**src/rtl/hazard_detect.sv**
```systemverilog
// ---------------------------------------------------------------------------
// hazard_detect
// ID-stage read-after-write hazard detector for a 5-stage pipeline without
// forwarding. A two-entry scoreboard follows the destination registers of the
// instructions currently in EX and MEM. When the instruction in ID reads one of
// them, a one-shot stall request is raised (2 cycles for an EX producer,
// 1 cycle for a MEM producer). A bubble (NOP into ID/EX) is driven for every
// cycle of the stall and for flushed cycles. A producer in WB never stalls
// because the register file bypasses same-cycle writes to reads.
// ---------------------------------------------------------------------------
module hazard_detect #(
  parameter int RAW = 3
) (
  input  logic           clk,
  input  logic           rst,
  input  logic           id_valid,
  input  logic           id_rs_en,
  input  logic [RAW-1:0] id_rs,
  input  logic           id_rt_en,
  input  logic [RAW-1:0] id_rt,
  input  logic           id_wen,
  input  logic [RAW-1:0] id_rd,
  input  logic           flush,
  output logic [1:0]     stall_count,
  output logic           bubble,
  output logic           err
);

  // Scoreboard slot for the instruction in EX
  logic           slot_ex_v_r;
  logic [RAW-1:0] slot_ex_reg_r;
  // Scoreboard slot for the instruction in MEM
  logic           slot_mem_v_r;
  logic [RAW-1:0] slot_mem_reg_r;
  // Stall cycles still owed after the request cycle
  logic [1:0]     hold_cnt_r;

  logic           eval_en_s;
  logic           hit_ex_s;
  logic           hit_mem_s;
  logic [1:0]     stall_count_s;
  logic           bubble_s;
  logic           slot_ex_v_nxt_s;
  logic [RAW-1:0] slot_ex_reg_nxt_s;
  logic [1:0]     hold_cnt_nxt_s;

  // True when a valid scoreboard slot matches any enabled source operand.
  function automatic logic src_hit(
    input logic           slot_v,
    input logic [RAW-1:0] slot_reg,
    input logic           rs_en,
    input logic [RAW-1:0] rs,
    input logic           rt_en,
    input logic [RAW-1:0] rt
  );
    logic rs_match;
    logic rt_match;
    rs_match = rs_en && (rs == slot_reg);
    rt_match = rt_en && (rt == slot_reg);
    return slot_v && (rs_match || rt_match);
  endfunction

  // Hazard evaluation: only a fresh, real, un-flushed ID instruction is checked.
  always_comb begin
    eval_en_s     = 1'b0;
    hit_ex_s      = 1'b0;
    hit_mem_s     = 1'b0;
    stall_count_s = 2'd0;
    eval_en_s = (hold_cnt_r == 2'd0) && id_valid && !flush;
    hit_ex_s  = src_hit(slot_ex_v_r,  slot_ex_reg_r,  id_rs_en, id_rs, id_rt_en, id_rt);
    hit_mem_s = src_hit(slot_mem_v_r, slot_mem_reg_r, id_rs_en, id_rs, id_rt_en, id_rt);
    if (!eval_en_s) begin
      stall_count_s = 2'd0;
    end else if (hit_ex_s) begin
      // EX producer needs two cycles to reach WB; it wins over a MEM match.
      stall_count_s = 2'd2;
    end else if (hit_mem_s) begin
      stall_count_s = 2'd1;
    end else begin
      stall_count_s = 2'd0;
    end
  end

  // Bubble whenever a stall is requested or running, or the ID slot is flushed.
  always_comb begin
    bubble_s = 1'b0;
    if ((stall_count_s != 2'd0) || (hold_cnt_r != 2'd0) || flush) begin
      bubble_s = 1'b1;
    end else begin
      bubble_s = 1'b0;
    end
  end

  // Next-state for the EX slot: a bubble carries no destination.
  always_comb begin
    slot_ex_v_nxt_s   = 1'b0;
    slot_ex_reg_nxt_s = {RAW{1'b0}};
    if (bubble_s) begin
      slot_ex_v_nxt_s   = 1'b0;
      slot_ex_reg_nxt_s = {RAW{1'b0}};
    end else begin
      slot_ex_v_nxt_s   = id_valid && id_wen;
      slot_ex_reg_nxt_s = id_rd;
    end
  end

  // Next-state for the hold counter: flush cancels, a new request loads,
  // otherwise an active hold counts down to zero.
  always_comb begin
    hold_cnt_nxt_s = 2'd0;
    if (flush) begin
      hold_cnt_nxt_s = 2'd0;
    end else if (stall_count_s != 2'd0) begin
      hold_cnt_nxt_s = stall_count_s - 2'd1;
    end else if (hold_cnt_r != 2'd0) begin
      hold_cnt_nxt_s = hold_cnt_r - 2'd1;
    end else begin
      hold_cnt_nxt_s = 2'd0;
    end
  end

  // Scoreboard and hold counter registers with synchronous reset.
  always_ff @(posedge clk) begin
    if (rst) begin
      slot_ex_v_r    <= 1'b0;
      slot_ex_reg_r  <= {RAW{1'b0}};
      slot_mem_v_r   <= 1'b0;
      slot_mem_reg_r <= {RAW{1'b0}};
      hold_cnt_r     <= 2'd0;
    end else begin
      slot_mem_v_r   <= slot_ex_v_r;
      slot_mem_reg_r <= slot_ex_reg_r;
      slot_ex_v_r    <= slot_ex_v_nxt_s;
      slot_ex_reg_r  <= slot_ex_reg_nxt_s;
      hold_cnt_r     <= hold_cnt_nxt_s;
    end
  end

  // Outputs are combinational so the stall controller sees them in the
  // same cycle as the hazard.
  always_comb begin
    stall_count = stall_count_s;
    bubble      = bubble_s;
    err         = (hold_cnt_r == 2'd3);
  end

endmodule

```
**config.mk**
```make
export PLATFORM = sky130hd
export DESIGN_NAME = hazard_detect
export DESIGN_NICKNAME = d
export VERILOG_FILES = /design/src/rtl/hazard_detect.sv
export SDC_FILE = /design/constraint.sdc
export NUM_CORES = 1
export LEC_CHECK = 0
export BUFFER_PORTS_ARGS = -buffer_cell sky130_fd_sc_hd__buf_2
export CORE_AREA = 3 3 40 42
export CTS_CLUSTER_SIZE = 24
export DETAILED_ROUTE_END_ITERATION = 8
export DIE_AREA = 0 0 43 45
export MAX_ROUTING_LAYER = met4
export PLACE_DENSITY = 0.65
export SYNTH_ARGS = -nofsm -noshare
export SYNTH_HDL_FRONTEND = slang
export SYNTH_SLANG_ARGS = --single-unit
```
**constraint.sdc**
```tcl
create_clock -name clk -period 1.4 [get_ports clk]
set_input_delay 0.21 -clock clk [delete_from_list [all_inputs] [get_ports clk]]
set_output_delay 0.21 -clock clk [all_outputs]
set_load 0.01 [all_outputs]
```
==> flow_summary_export.csv <==
group,metric,value,unit
timing,period_needed,1.64,ns
worst_setup_path,cp_cell_sequence,"nor3_4, nand3_2, a21oi_2, a21boi_2, buf_2",
worst_setup_path,arrival,1.43,ns
finish,seqCellArea,211,µm²
worst_hold_path,hold_class,"in2reg",
worst_setup_path,r2r_cells,7,
synthesis,synth_area,512,µm²
timing,fin_skew,0.00631,ns
finish,mostFrequentLayoutCells,"buf_2, xnor2_1, xnor2_2, dfxtp_2, buf_4",
clock_tree,cts_tree,"built",
timing,final.setup.worst_slack,-0.238,ns
finish,layout-drive-gt1-share,66.7,%
clock_tree,hold_buffers,0,
worst_setup_path,end_kind,"output port",
grt,grt_pass1_wl,1880,µm
drt,vias,505,
clock_tree,clockRootBuffer,"clkbuf_4",
worst_setup_path,regToRegSetupSlack,0.07,ns
finish,post-route-util,62.6,%
synthesis,synthCells,51,
timing,hold_violations,0,
worst_setup_path,startpoint_type,"flip-flop",
drt,drc,0,
drt,drt-initial-drc-count,9,
timing,finalCritPeriodShare,117,%
place,portBuffers,19,
timing,fmaxAchievable,0.610,GHz
grt,grt_pass1_vias,462,
synthesis,ys_types,19,
clock_tree,clkSinkCount,10,
finish,fin_nets,98,
synthesis,ys_ff_latch,10,
finish,n_fill_cell,116,
place,dp_hpwl,839,µm
power,power.leakage,0.341,nW
floorplanning,start_util,39.8,%
status,status,"finished, violations left",
finish,layout_commonest_cell,"buf_2",
finish,syn2layout_area_growth,57.2,%
worst_setup_path,critPathRequiredTime,1.19,ns
drt,finalWirelength,1340,µm
timing,setup_tns,-0.565,ns
drt,vias_per_cell,5.26,
finish,multi_input_area,377,µm²
worst_hold_path,min_from,"flush",
power,ir_drop,0.589,mV
floorplanning,fp.dieArea,1940,µm²
run,drv_cap,0,
timing,rsz0062_at_grt,"yes",
timing,drv_slew,0,
power,pwr_density_cell,817,nW/µm²
floorplanning,core_area,1280,µm²
timing,hold_slack,0.173,ns
worst_setup_path,crit_type,"reg2out",
finish,stdcell_count,96,
place,dp.cells,88,
place,gp_congestion,0.842,
drt,dr.pass1.iters,4,
timing,tightest_slew,0.196,ns
floorplanning,die_x,43,µm
worst_setup_path,r2r_start,"slot_ex_reg_r[1]$_SDFF_PP0_",
synthesis,syn_nets,67,
floorplanning,die_y,45,µm
synthesis,syn_area_per_cell,10.0,µm²
clock_tree,numCtsBuffers,3,
clock_tree,cts.clk_slew.worst_paths,0.06,ns
synthesis,synth.yosys.seq_area_share,39.1,%
grt,grt_overflow_total,0,
drt,antenna_left,0,
floorplanning,rows,13,
floorplanning,io_pins,20,
status,violations,"negative setup slack",
grt,antenna_found_initial,0,
worst_setup_path,startpoint,"hold_cnt_r[0]$_SDFF_PP0_",
clock_tree,cts_buffer_depth,2,
grt,grt.total_usage,14.1,%
timing,finalSetupViolations,3,
drt,wl_per_cell,13.9,µm
worst_setup_path,crit_path_end,"stall_count[0]",
worst_setup_path,cpMaxStageDelayCell,"dfxtp_2",
clock_tree,h-tree-depth,1,
worst_setup_path,r2r-end,"slot_ex_reg_r[1]$_SDFF_PP0_",
worst_setup_path,worst_path_largest_cell_delay,0.34,ns
timing,relSlewSlack,86.9,%
finish,diodes,0,
synthesis,ys_warn_count,0,
worst_setup_path,worstPathMaxFanout,3,
grt,grt_max_degree,11,
clock_tree,clock_latency,0.26,ns
## cell type report
class | instances | share of cell area (%)
clock buffer | 4 | 4.51
inverter | 1 | 0.467
multi-input combinational | 40 | 46.8
sequential | 10 | 26.3
tap | 15 | 2.33
timing repair buffer | 26 | 19.6
## report_power, final
group / switching [mW] / internal [mW] / total, mW
Clock: 0.0978 / 0.158 / 0.256
Sequential: 0.00779 / 0.291 / 0.299
Combinational: 0.0444 / 0.0582 / 0.103
Total: 0.150 / 0.507 / 0.657
## synth_stat cells
cell type / number / area, µm²
inv_2: 1 / 3.75
nand3_2: 1 / 10.0
nor3b_1: 1 / 7.51
nand4_1: 4 / 25.0
a211oi_2: 1 / 12.5
dfxtp_1: 10 / 200
nand3b_1: 4 / 30.0
nor2b_1: 4 / 25.0
nand2_1: 1 / 3.75
nand4b_1: 1 / 8.76
a21o_1: 1 / 7.51
or2b_1: 1 / 7.51
xnor2_1: 12 / 105
nor3_1: 4 / 20.0
a21boi_1: 1 / 7.51
a21oi_2: 1 / 8.76
nor3_4: 1 / 16.3
nand3_1: 1 / 5.00
and2_2: 1 / 7.51
## stage by stage
step / power (mW) / instance area (µm²) / worst slack (ns)
finish: 0.657 / 805 / -0.238
global route: 0.694 / 805 / -0.336
CTS: 0.656 / 741 / -0.203
detailed placement: 0.387 / 648 / -0.00385
global placement: 0.386 / 648 / 0.0254
floorplan: 0.345 / 512 / 0.0397
## routing by layer
metal | global-route usage [%] | part of all wire, % | up-vias
met5 | - | 0 | -
met4 | 7.23 | 1.6 | 0
met3 | 3.98 | 7.2 | 4
met2 | 25.1 | 51 | 22
met1 | 13.9 | 40 | 236
li1 | - | - | 243
## worst min path at each step
stage                     depth (start not counted)  slack (ns)                       end
final                                             2        0.17  hold_cnt_r[0]$_SDFF_PP0_
after global routing                              2        0.17  hold_cnt_r[0]$_SDFF_PP0_
after CTS                                         2        0.17  hold_cnt_r[0]$_SDFF_PP0_
after detailed placement                          2        0.46  hold_cnt_r[0]$_SDFF_PP0_
after global placement                            2        0.45  hold_cnt_r[1]$_SDFF_PP0_
after floorplan                                   1        0.27  hold_cnt_r[0]$_SDFF_PP0_
## kinds of logic (layout without fill, tap and decap cells)
kind of cell	count (synthesis)	in the layout	share of synthesized area [%]
buf+inv	1	31	0.733
flops	10	10	39.1
xor+xnor	12	12	20.5
compound gates	4	4	7.09
simple gates	24	24	32.5
## registers in the layout, summed over array words and instances, names as in the netlist
register	cells
hold_cnt_r	2
slot_ex_reg_r	3
slot_ex_v_r	1
slot_mem_reg_r	3
slot_mem_v_r	1
## worst max-delay path, delay by kind of cell, from the launching register on
family          cells  cell delay [ns]
compound gates      2             0.36
flops               1             0.34
buf+inv             1             0.14
simple gates        2             0.33
## repair_timing
| item | 4_1_cts | 5_1_grt |
|---|---|---|
| pin swaps | 11 | 7 |
| setup endpoints to repair | 3 | 3 |
| buffers inserted | 3 | 2 |
| gates resized for setup | 12 | 9 |
Power figures use the tool's default switching activity.
